**config.mk**
```make
export PLATFORM = sky130hd
export DESIGN_NAME = demux_tdm_flat
export DESIGN_NICKNAME = d
export VERILOG_FILES = /design/src/rtl/demux_tdm_if.sv /design/src/rtl/demux_tdm.sv /design/src/flat_wrapper.sv
export SDC_FILE = /design/constraint.sdc
export NUM_CORES = 1
export LEC_CHECK = 0
export BUFFER_PORTS_ARGS = -buffer_cell sky130_fd_sc_hd__buf_2
export CORE_MARGIN = 2
export CORE_UTILIZATION = 30
export DETAILED_ROUTE_END_ITERATION = 12
export PLACE_DENSITY = 0.49
export SYNTH_ARGS = -nofsm -noshare
export SYNTH_HDL_FRONTEND = slang
export SYNTH_SLANG_ARGS = --single-unit
```
**constraint.sdc**
```tcl
create_clock -name clk -period 3.85 [get_ports clk]
set_input_delay 0.1925 -clock clk [delete_from_list [all_inputs] [get_ports clk]]
set_output_delay 0.1925 -clock clk [all_outputs]
set_load 0.02 [all_outputs]
```
**src/rtl/demux_tdm_if.sv**
```systemverilog
// Stream bundle for the TDM demultiplexer: narrow per-slot input beats on
// one side, the reassembled wide frame on the other. The slave modport is
// the demultiplexer's view; master is the view of whatever feeds it beats
// and consumes its frames.
interface demux_tdm_if #(
    parameter int LANES = 4,
    parameter int WIDTH = 8
);
    logic                   in_valid;
    logic                   in_ready;
    logic [WIDTH-1:0]       in_data;
    logic                   in_sof;
    logic                   out_valid;
    logic                   out_ready;
    logic [LANES*WIDTH-1:0] out_data;

    modport master (
        output in_valid, in_data, in_sof, out_ready,
        input  in_ready, out_valid, out_data
    );

    modport slave (
        input  in_valid, in_data, in_sof, out_ready,
        output in_ready, out_valid, out_data
    );
endinterface

```
**src/rtl/demux_tdm.sv**
```systemverilog
// Time-division demultiplexer. Beat k of each frame (slot 0 flagged by
// in_sof) lands in lane k; once all LANES slots are filled the frame is
// presented as one wide word and held until the consumer takes it.
// Optional macro DEMUX_TDM_ERRCNT_EN adds a saturating 8-bit err_count
// output that tallies sync_err pulses.
module demux_tdm #(
    parameter  int LANES = 4,
    parameter  int WIDTH = 8,
    localparam int SEL_W = (LANES > 1) ? $clog2(LANES) : 1
) (
    input  logic             clk,
    input  logic             rst_n,
    demux_tdm_if.slave       bus,
    output logic [SEL_W-1:0] slot,
    output logic             sync_err
`ifdef DEMUX_TDM_ERRCNT_EN
    ,
    output logic [7:0]       err_count
`endif
);

    typedef enum logic [1:0] {
        IDLE,
        FILL,
        HOLD
    } state_t;

    localparam logic [SEL_W-1:0] LAST_SLOT = SEL_W'(LANES - 1);

    state_t                 state;
    state_t                 state_next;
    logic                   accept;
    logic [SEL_W-1:0]       slot_next;
    logic [SEL_W-1:0]       wr_idx;
    logic                   lane_we;
    logic                   sync_err_next;
    logic [LANES*WIDTH-1:0] lane_q;

    assign accept = bus.in_valid && bus.in_ready;

    // State register; reset drops any partial or held frame.
    always_ff @(posedge clk or negedge rst_n) begin
        if (!rst_n) begin
            state <= IDLE;
        end else begin
            state <= state_next;
        end
    end

    // Next-state: a frame starts on sof, completes on the last slot, and
    // leaves HOLD only when the consumer takes it.
    always_comb begin
        state_next = state;
        case (state)
            IDLE: begin
                if (accept && bus.in_sof) begin
                    state_next = (LANES == 1) ? HOLD : FILL;
                end
            end
            FILL: begin
                if (accept && !bus.in_sof && (slot == LAST_SLOT)) begin
                    state_next = HOLD;
                end
            end
            HOLD: begin
                if (bus.out_ready) begin
                    state_next = IDLE;
                end
            end
            default: state_next = IDLE;
        endcase
    end

    // Outputs: accept beats outside HOLD, present the frame only in HOLD.
    always_comb begin
        bus.in_ready  = (state != HOLD);
        bus.out_valid = (state == HOLD);
        bus.out_data  = lane_q;
    end

    // Beat routing: pick the lane to write, the next slot index and whether
    // this beat breaks framing (stray non-sof in IDLE, early sof in FILL).
    always_comb begin
        slot_next     = slot;
        wr_idx        = '0;
        lane_we       = 1'b0;
        sync_err_next = 1'b0;
        if (accept) begin
            case (state)
                IDLE: begin
                    if (bus.in_sof) begin
                        lane_we   = 1'b1;
                        slot_next = (LANES == 1) ? '0 : SEL_W'(1);
                    end else begin
                        sync_err_next = 1'b1;
                    end
                end
                FILL: begin
                    lane_we = 1'b1;
                    if (bus.in_sof) begin
                        slot_next     = SEL_W'(1);
                        sync_err_next = 1'b1;
                    end else begin
                        wr_idx    = slot;
                        slot_next = (slot == LAST_SLOT) ? '0 : slot + SEL_W'(1);
                    end
                end
                default: ;
            endcase
        end
    end

    // Slot counter and the registered framing-error pulse.
    always_ff @(posedge clk or negedge rst_n) begin
        if (!rst_n) begin
            slot     <= '0;
            sync_err <= 1'b0;
        end else begin
            slot     <= slot_next;
            sync_err <= sync_err_next;
        end
    end

    // Lane storage; only accepted beats touch it, so it is stable in HOLD.
    always_ff @(posedge clk or negedge rst_n) begin
        if (!rst_n) begin
            lane_q <= '0;
        end else if (lane_we) begin
            lane_q[int'(wr_idx)*WIDTH +: WIDTH] <= bus.in_data;
        end
    end

`ifdef DEMUX_TDM_ERRCNT_EN
    // Saturating tally of sync_err pulses; sticks at 255 instead of wrapping.
    always_ff @(posedge clk or negedge rst_n) begin
        if (!rst_n) begin
            err_count <= 8'd0;
        end else if (sync_err && (err_count != 8'hFF)) begin
            err_count <= err_count + 8'd1;
        end
    end
`endif

endmodule

```
**src/flat_wrapper.sv**
```systemverilog
// flat-port wrapper written by rule: the top's interface ports become plain ports
module demux_tdm_flat 
#(
    parameter  int LANES = 4,
    parameter  int WIDTH = 8,
    localparam int SEL_W = (LANES > 1) ? $clog2(LANES) : 1
)
  (clk, rst_n, slot, sync_err, bus_in_valid, bus_in_data, bus_in_sof, bus_out_ready, bus_in_ready, bus_out_valid, bus_out_data);
  demux_tdm_if #(.LANES(LANES), .WIDTH(WIDTH)) bus_i ();
  input  logic clk;
  input  logic rst_n;
  output logic [SEL_W-1:0] slot;
  output logic sync_err;
  input wire logic [$bits(bus_i.in_valid)-1:0] bus_in_valid;
  input wire logic [$bits(bus_i.in_data)-1:0] bus_in_data;
  input wire logic [$bits(bus_i.in_sof)-1:0] bus_in_sof;
  input wire logic [$bits(bus_i.out_ready)-1:0] bus_out_ready;
  output wire logic [$bits(bus_i.in_ready)-1:0] bus_in_ready;
  output wire logic [$bits(bus_i.out_valid)-1:0] bus_out_valid;
  output wire logic [$bits(bus_i.out_data)-1:0] bus_out_data;
  assign bus_i.in_valid = bus_in_valid;
  assign bus_i.in_data = bus_in_data;
  assign bus_i.in_sof = bus_in_sof;
  assign bus_i.out_ready = bus_out_ready;
  assign bus_in_ready = bus_i.in_ready;
  assign bus_out_valid = bus_i.out_valid;
  assign bus_out_data = bus_i.out_data;
  demux_tdm #(.LANES(LANES), .WIDTH(WIDTH)) u_core (.clk(clk), .rst_n(rst_n), .bus(bus_i), .slot(slot), .sync_err(sync_err));
endmodule
```
==> results of run 1 <==
==> power breakdown <==
group | switching (W) | leakage (nW) | internal [W]
clock network | 0.000137 | 0.0542 | 0.000162
logic | 0.000254 | 0.453 | 0.000129
registers | 0.0000502 | 0.500 | 0.000449
==> registers in the layout, summed over array words and instances, names as in the netlist <==
signal / cells
u_core.slot: 2
u_core.bus.out_data: 32
u_core.sync_err: 1
u_core.state: 2
==> area by class of cell <==
| class | instances | area (µm²) |
|---|---|---|
| clock buffers | 7 | 96.34 |
| clock inverters | 1 | 5.005 |
| fillers | 587 | 3676 |
| inverters | 5 | 18.77 |
| multi-input cells | 100 | 774.5 |
| flip-flops and latches | 37 | 925.9 |
| well taps | 75 | 93.84 |
| repair buffers | 51 | 260.3 |
==> metal layers <==
metal  GRT usage [%]  wire length, µm  share of wire [%]
met1           20.78             2316                 49
met2           23.20             2118                 45
met3           4.066              194                4.1
met4           4.500               54                1.2
met5               0                0                  0
==> final timing paths <==
kind	startpoint	end	slack (ns)	cells past startpoint
max	u_core.state[1]	u_core.bus.out_data[12]	1.35	7
max reg2reg	u_core.state[1]	u_core.bus.out_data[12]	1.35	7
max in group asynchronous	rst_n	u_core.bus.out_data[23]	3.32	1
min reg2reg	u_core.bus.out_data[9]	u_core.bus.out_data[9]	0.49	1
min	rst_n	u_core.state[1]	-0.007	1
min in group clk	bus_out_ready	u_core.state[1]	0.09	2
==> cell families (layout without fill, tap and decap cells) <==
kind of cell    count (synthesis)  count (layout)  share of synthesized area [%]
simple gates                   53              53                          19.40
compound gates                 41              41                          19.34
flops                          37              37                          51.28
buf+inv                        17              64                          5.821
fa+ha+maj                       6               6                          4.158
==> per-stage QoR <==
stage	instance area [µm²]	hold WS [ns]	instances	setup slack (ns)
2_1_floorplan	1805	-0.1031	154	1.912
3_3_place_gp	2073	0.3513	268	1.496
3_5_place_dp	2073	0.3476	268	1.426
4_1_cts	2175	0.02732	276	1.378
5_1_grt	2175	0.06063	276	1.097
6_report	2175	-0.006647	276	1.348
==> cell usage in the layout, fill, tap and decap left out, types with 2 or more instances in the layout <==
master and count:
nand2_1 4, ha_1 6, buf_2 49, dfrtp_1 37, inv_1 5, o2bb2ai_1 32, o21ai_0 3, nand4_1 32
clkbuf_8 7, nand3_2 4, buf_4 2, nor2_1 3
==> results.py, run 1 <==
metrics = {
    "route": {
        "final_antenna_net_count": 0,
        "routedWlPerCell_um": 16.97,
        "via_count": 1433,
        "drt_first_pass_iters": 4,
        "dr.first_iter.drc_count": 100,
        "drc_errors": 0,
        "avgViaCountPerCell": 5.192,
        "drt-total-wl_um": 4684,
    },
    "worst_setup_path": {
        "end_kind": "register",
        "critPathBufInv": 1,
        "slowest_stage": "dfrtp_1",
        "start_kind": "register",
        "critPathTopFamily": "simple AND/OR/NAND/NOR gates",
        "worstPathRequired_ns": 4.06,
        "worstSetupPathType": "reg2reg",
        "cp_cell_sequence": "nand4bb_1 > nor2_1 > inv_1 > ha_1 > nor3_1 > nand3_1 > o2bb2ai_1",
        "cp.arrival_ns": 2.71,
        "slowest_delay_ns": 0.43,
        "worst-path-max-fanout": 12,
    },
    "cells_and_area": {
        "n_antenna_cell": 0,
        "utilization_pct": 37.17,
        "syn_to_final_growth_pct": 20.44,
        "nNetsFinal": 219,
        "final_layout_size_suffix_gt1_share_pct": 33.83,
    },
    "synth": {
        "syn_nets": 173,
        "synth_common_cells": "dfrtp_1, nand4_1, o2bb2ai_1",
        "yosysMostFrequentCell": "dfrtp_1",
        "yosys.area.top_type": "dfrtp_1",
        "ys_async_sr_fraction_pct": 100.0,
        "synth_area_um2": 1805,
        "postSynthCellCount": 154,
        "yosysSeqAreaShare_pct": 51.28,
        "yosysUniqueCellTypes": 29,
        "avgSynthCellArea_um2": 11.72,
        "yosysWarningCount": 0,
        "synth_edf_count": 0,
        "yosys.area.top_type_share_pct": 51.28,
        "netlist_top_cells_area": "dfrtp_1, o2bb2ai_1, nand4_1",
        "ys.flop_type": "dfrtp_1",
        "ys_ff_latch": 37,
    },
    "clock_tree": {
        "cts_buffers": 5,
        "ctsHoldBuffers": 0,
        "cts_setup_buffers": 0,
        "cts_tree": "built",
        "cts_resized": 0,
        "cts_num_sinks": 37,
        "clockBufferDepth": 2,
        "clock-root-buffer": "clkbuf_8",
        "htree_levels": 2,
        "clock_latency_ns": 0.30,
        "clk_pin_slew_ns": 0.08,
    },
    "global_routing": {
        "grt_pass1_vias": 1416,
        "grt_antenna_before_repair": 0,
        "gr-total-overflow": 0,
        "grt_max_degree": 38,
        "grt_usage_pct": 15.06,
        "grt_pass1_wl_um": 7410,
    },
    "floorplanning": {
        "start_util_pct": 30.86,
        "die_w_um": 81.58,
        "die_height_um": 81.58,
        "coreArea_um2": 5851,
        "num_io_pins": 50,
        "die_area_um2": 6654,
        "num_rows": 28,
    },
    "timing": {
        "period_needed_ns": 2.502,
        "fin_skew_ns": 0.009647,
        "fin_crit_sh_pct": 64.98,
        "fmax_mhz": 399.7,
        "fin_tns_setup_ns": 0,
        "setup_viol": 0,
        "hold_ws_ns": -0.006647,
        "final_max_slew_viol_count": 0,
        "relSlewSlack_pct": 43.19,
        "hold_viol": 3,
        "grt_setup_unrepaired": "no",
        "worst_pin_slew_ns": 0.8522,
    },
    "worst_hold_path": {
        "hold_class": "in2async",
    },
    "power_and_ir_drop": {
        "power_per_cell_area_nw_per_um2": 543.2,
        "ir_drop_mv": 0.1932,
        "leakagePower_nw": 1.008,
        "power_w": 0.001181,
    },
    "run_status": {
        "violations": "negative hold slack",
        "outcome": "complete, but fails checks",
    },
    "flow_run": {
        "drv_cap": 0,
    },
    "placed_design": {
        "dp_hpwl_um": 3175,
        "place_congestion": 0.8105,
        "portBuffers": 49,
    },
}
Note: power is estimated with default switching activity, not from simulation.
==> run 2: changes to the inputs <==
--- a/config.mk
+++ b/config.mk
@@ -9,7 +9,7 @@
 export CORE_MARGIN = 2
 export CORE_UTILIZATION = 30
 export DETAILED_ROUTE_END_ITERATION = 12
-export PLACE_DENSITY = 0.49
+export PLACE_DENSITY = 0.51
 export SYNTH_ARGS = -nofsm -noshare
 export SYNTH_HDL_FRONTEND = slang
 export SYNTH_SLANG_ARGS = --single-unit
==> constraint.sdc (replaced) <==
create_clock -name clk -period 2.2 [get_ports clk]
set_input_delay 0.11 -clock clk [delete_from_list [all_inputs] [get_ports clk]]
set_output_delay 0.11 -clock clk [all_outputs]
set_load 0.02 [all_outputs]
==> run 2 against run 1 <==
Against the previous run: the run now ends clean; routed wire length rose by 1.2%; first-iteration DRC count fell by 7.0%; die area did not move; non-clock buffer count rose by 10; fmax rose by 23%; largest cell class unchanged; highest routed layer unchanged.
==> results.py, run 2 (synthesis results as in run 1) <==
metrics = {
    "worst_setup_path": {
        "r2r_cells": 7,
        "reg2reg_slack_ns": 0.16,
        "r2r_start": "u_core.state[1]",
        "cp_cell_sequence": "and4bb_2 > nand2_1 > ha_1 > nor3_2 > buf_4 > o21ai_2 > o2bb2ai_1",
        "r2r_end": "u_core.bus.out_data[16]",
        "slowest_delay_ns": 0.43,
        "cp.arrival_ns": 2.26,
        "worstSetupStartpoint": "u_core.state[1]",
        "slowest_stage": "dfrtp_1",
        "start_kind": "register",
        "worstSetupPathType": "reg2reg",
        "worstPathRequired_ns": 2.42,
        "worst-path-max-fanout": 8,
        "crit_end": "u_core.bus.out_data[16]",
        "end_kind": "register",
    },
    "placed_design": {
        "place_congestion": 0.7351,
        "portBuffers": 49,
        "dp_hpwl_um": 3306,
    },
    "power_and_ir_drop": {
        "ir_drop_mv": 0.2749,
        "power_per_cell_area_nw_per_um2": 942.4,
        "leakagePower_nw": 1.055,
    },
    "timing": {
        "final_max_slew_viol_count": 0,
        "fin_crit_sh_pct": 92.68,
        "setup_viol": 0,
        "hold_viol": 0,
        "relSlewSlack_pct": 44.69,
        "fin_skew_ns": 0.006102,
        "period_needed_ns": 2.039,
        "worst_pin_slew_ns": 0.8297,
        "hold_ws_ns": 0.01964,
        "fmax_mhz": 490.5,
    },
    "floorplanning": {
        "die_area_um2": 6654,
        "die_height_um": 81.58,
        "num_io_pins": 50,
        "coreArea_um2": 5851,
        "num_rows": 28,
        "die_w_um": 81.58,
        "start_util_pct": 30.86,
    },
    "flow_run": {
        "drv_cap": 0,
    },
    "clock_tree": {
        "htree_levels": 2,
        "cts_tree": "built",
        "cts_num_sinks": 37,
        "clk_pin_slew_ns": 0.08,
        "clock-root-buffer": "clkbuf_8",
        "clock_latency_ns": 0.29,
        "cts_buffers": 5,
        "clockBufferDepth": 2,
    },
    "route": {
        "drc_errors": 0,
        "via_count": 1520,
        "avgViaCountPerCell": 5.315,
        "drt-total-wl_um": 4741,
        "dr.first_iter.drc_count": 93,
        "final_antenna_net_count": 0,
        "routedWlPerCell_um": 16.58,
        "drt_first_pass_iters": 4,
    },
    "global_routing": {
        "gr-total-overflow": 0,
        "grt_pass1_wl_um": 7769,
        "grt_usage_pct": 15.69,
        "grt_max_degree": 38,
        "grt_antenna_before_repair": 0,
        "grt_pass1_vias": 1477,
    },
    "worst_hold_path": {
        "hold_class": "in2reg",
    },
    "cells_and_area": {
        "syn_to_final_growth_pct": 25.43,
        "layout_common_cells": "buf_2, dfrtp_1, nand4_1, o2bb2ai_1, buf_4",
        "largest_register_ffs": 32,
        "layout_commonest_cell": "buf_2",
        "utilization_pct": 38.71,
        "nNetsFinal": 229,
        "final_layout_size_suffix_gt1_share_pct": 37.91,
        "n_antenna_cell": 0,
    },
    "run_status": {
        "outcome": "completed",
    },
}
==> run 2: cell count changes in the layout (fill, tap and decap cells not counted), sizes merged <==
cell         previous run  this run
dlygate4sd3             0         1
buf                    51        60
==> run 2: cell type report <==
type / count / area [µm²]
Fill cell: 572 / 3586
Timing Repair Buffer: 61 / 337.8
Tap cell: 75 / 93.84
Sequential cell: 37 / 925.9
Clock inverter: 1 / 5.005
Clock buffer: 7 / 96.34
Inverter: 5 / 18.77
Multi-Input combinational cell: 100 / 787.0
==> run 2: how the worst min path moves through the flow <==
stage                             endpoint  depth (start not counted)  slack [ns]     startpoint
floorplan           u_core.bus.out_data[0]                          0       -0.19          rst_n
global placement           u_core.sync_err                          1        0.27          rst_n
detailed placement         u_core.sync_err                          1        0.27          rst_n
CTS                        u_core.state[1]                          2        0.03  bus_out_ready
global route               u_core.state[1]                          2        0.03  bus_out_ready
finish                     u_core.state[1]                          2        0.02  bus_out_ready
==> run 2: what timing repair did <==
| action | in CTS | in global routing |
|---|---|---|
| hold endpoints to repair | 37 | 0 |
| buffers inserted | 0 | 0 |
| endpoints found under the setup margin | 0 | 19 |
| gates resized for setup | 0 | 3 |
| hold buffers | 1 | 0 |
==> run 2: where the power goes <==
group	switching, W	leakage (nW)	total, W	internal (W)
sequential	0.0000635	0.500	0.000849	0.000785
clock	0.000244	0.0542	0.000527	0.000283
combinational	0.000486	0.500	0.000758	0.000273
total	0.000793	1.05	0.00213	0.00134
==> run 2: through the flow <==
stage	setup WS, ns	TNS (ns)	total power [W]	cells	cell area (µm²)
global route	-0.001068	-0.001451	0.002278	286	2265
finish	0.1611	0	0.002134	286	2265
CTS	0.03496	0	0.002153	286	2252
global placement	0.1299	0	0.001616	277	2141
detailed placement	0.05066	0	0.001615	277	2141
floorplan	0.2618	0	0.001367	154	1805
==> run 2: critical path, delay by kind of cell, from the launching register on <==
| kind | cells | cell delay (ns) |
|---|---|---|
| buffers and inverters | 1 | 0.15 |
| AO/OA/AOI/OAI | 2 | 0.26 |
| flip-flops | 1 | 0.43 |
| adder cells (fa/ha/maj) | 1 | 0.36 |
| AND/OR/NAND/NOR | 3 | 0.76 |
==> run 2: metal layers <==
metal / vias to the layer above / routed length [µm] / global-route usage (%)
met5: - / 0 / 0
met4: 0 / 60 / 3.833
met3: 8 / 315 / 4.505
met2: 52 / 2039 / 21.56
met1: 737 / 2326 / 24.08
li1: 723 / - / -
==> run 3: changes to the inputs <==
--- a/config.mk
+++ b/config.mk
@@ -7,9 +7,9 @@
 export LEC_CHECK = 0
 export BUFFER_PORTS_ARGS = -buffer_cell sky130_fd_sc_hd__buf_2
 export CORE_MARGIN = 2
-export CORE_UTILIZATION = 30
+export CORE_UTILIZATION = 46
 export DETAILED_ROUTE_END_ITERATION = 12
-export PLACE_DENSITY = 0.51
+export PLACE_DENSITY = 0.72
 export SYNTH_ARGS = -nofsm -noshare
 export SYNTH_HDL_FRONTEND = slang
 export SYNTH_SLANG_ARGS = --single-unit
==> run 3 against run 2 <==
Against the previous run: clock skew grew 0.0064 ns; routed wire length down 7.8%; largest power group unchanged; sequential share of layout area increased by 0.34 points; final cell count down 11%; highest routed layer unchanged; first-iteration DRC count up 56%; clock-buffer cell count is 2 lower; flip-flop and latch count stayed put; sequential power grew 0.8%; fmax shrank 3.2%.
==> results.py, run 3 (synthesis results as in run 1) <==
metrics = {
    "cells_and_area": {
        "layout_commonest_cell": "buf_2",
        "final_layout_size_suffix_gt1_share_pct": 36.71,
        "seq_area_um2": 925.9,
        "nNetsFinal": 225,
        "n_antenna_cell": 0,
        "largest_register_ffs": 32,
        "layout_common_cells": "buf_2, dfrtp_1, nand4_1, o2bb2ai_1",
        "multi_input_area_um2": 787.0,
        "fillCellCount": 304,
        "syn_to_final_growth_pct": 24.39,
        "instances_no_fill": 255,
    },
    "route": {
        "final_antenna_net_count": 0,
        "dr.first_iter.drc_count": 145,
        "drc_errors": 0,
        "via_count": 1514,
        "routedWlPerCell_um": 17.14,
        "drt_first_pass_iters": 4,
        "avgViaCountPerCell": 5.937,
        "drt-total-wl_um": 4370,
    },
    "clock_tree": {
        "cts_num_sinks": 37,
        "cts_tree": "built",
        "clk_pin_slew_ns": 0.07,
        "clock_latency_ns": 0.30,
        "cts_setup_buffers": 0,
        "cts_buffers": 5,
        "clockBufferDepth": 2,
        "clock-root-buffer": "clkbuf_8",
        "htree_levels": 2,
    },
    "timing": {
        "fin_tns_setup_ns": 0,
        "fin_skew_ns": 0.01255,
        "setup_viol": 0,
        "fin_crit_sh_pct": 95.76,
        "relSlewSlack_pct": 47.04,
        "fmax_mhz": 474.7,
        "period_needed_ns": 2.107,
        "hold_viol": 0,
        "final_max_slew_viol_count": 0,
        "worst_pin_slew_ns": 0.7943,
        "layout_setup_ws_ns": 0.09323,
    },
    "worst_setup_path": {
        "cp.arrival_ns": 2.31,
        "reg2reg_slack_ns": 0.09,
        "worstSetupPathType": "reg2reg",
        "worst-path-max-fanout": 8,
        "end_kind": "register",
        "start_kind": "register",
        "worstPathRequired_ns": 2.40,
    },
    "power_and_ir_drop": {
        "power.internal_w": 0.001499,
        "power_per_cell_area_nw_per_um2": 1019,
        "ir_drop_mv": 0.4219,
        "sw_frac_of_total_pct": 34.47,
        "power_switching_w": 0.0007887,
        "power_w": 0.002288,
        "leakagePower_nw": 1.055,
        "pwr-share-seq_pct": 37.4,
        "power_frac_clock_pct": 30.2,
        "p_comb_share_pct": 32.3,
    },
    "placed_design": {
        "dp_hpwl_um": 3135,
        "place_congestion": 0.7795,
        "dp.cells": 246,
        "portBuffers": 49,
        "dp_slack_ns": 0.03171,
    },
    "global_routing": {
        "grt_pass1_vias": 1448,
        "grt_pass1_wl_um": 7176,
        "grt_antenna_before_repair": 0,
        "grt_usage_pct": 21.73,
        "gr-total-overflow": 0,
        "grt_max_degree": 38,
    },
    "floorplanning": {
        "die_height_um": 66.65,
        "num_io_pins": 50,
        "die_w_um": 66.65,
        "coreArea_um2": 3716,
        "start_util_pct": 48.59,
        "num_rows": 22,
        "die_area_um2": 4442,
    },
    "worst_hold_path": {
        "hold_class": "in2reg",
    },
    "flow_run": {
        "drv_cap": 0,
    },
    "run_status": {
        "outcome": "completed",
    },
}
run 3: cell count changes in the layout (fill, tap and decap cells not counted):
cell and change:
bufinv_16 +2, clkbuf_8 -2, buf_4 -5, buf_12 +1
run 3: worst max-delay path, cell delays in order, from the launching register on:
cell	delay, ns
dfrtp_1	0.43
and4bb_2	0.40
nand2_1	0.14
ha_1	0.37
nor3_2	0.26
buf_4	0.16
o21ai_2	0.10
o2bb2ai_1	0.16
run 3: repair_timing:
| item | CTS | global route |
|---|---|---|
| gates resized for setup | 0 | 3 |
| hold endpoints to repair | 37 | 0 |
| setup endpoints to repair | 0 | 16 |
| hold buffers | 1 | 0 |
run 3: power groups by stage:
stage | clock network, W | registers [W] | logic (W)
6_report | 0.000692 | 0.000856 | 0.000740
5_1_grt | 0.000747 | 0.000873 | 0.000812
4_1_cts | 0.000705 | 0.000857 | 0.000727
3_5_place_dp | 0 | 0.000867 | 0.000725
3_3_place_gp | 0 | 0.000863 | 0.000702
2_1_floorplan | 0 | 0.000987 | 0.000379
run 3: through the flow:
stage	util, %	hold WS (ns)	instance area (µm²)
after floorplan	-	-0.1856	1805
after global routing	60.44	0.008952	2246
after global placement	56.23	0.2224	2090
final	60.44	0.01373	2246
after detailed placement	56.23	0.2437	2090
after CTS	60.10	0.005433	2233
run 3: routing by layer:
layer	vias to the layer above	wire, µm	track usage (%)
li1	715	-	-
met1	734	1881	30.03
met2	59	2103	33.38
met3	6	336	6.081
met4	0	48	6.122
met5	-	0	0
run 3: path summary, 6_finish.rpt:
path / from / end / depth (start not counted)
setup reg to reg: u_core.state[1] / u_core.bus.out_data[18] / 7
max in group asynchronous: rst_n / u_core.bus.out_data[23] / 2
hold reg to reg: u_core.bus.out_data[2] / u_core.bus.out_data[2] / 1
setup / recovery: u_core.state[1] / u_core.bus.out_data[18] / 7
min in group asynchronous: rst_n / u_core.bus.out_data[4] / 2
hold / removal: bus_out_ready / u_core.state[1] / 2
run 3: layout make-up:
| cell class | count | area share [%] |
|---|---|---|
| multi-input cells | 100 | 35.04 |
| well taps | 48 | 2.674 |
| repair buffers | 57 | 14.26 |
| inverters | 5 | 0.8357 |
| clock inverters | 3 | 2.897 |
| flip-flops and latches | 37 | 41.23 |
| clock buffers | 5 | 3.064 |
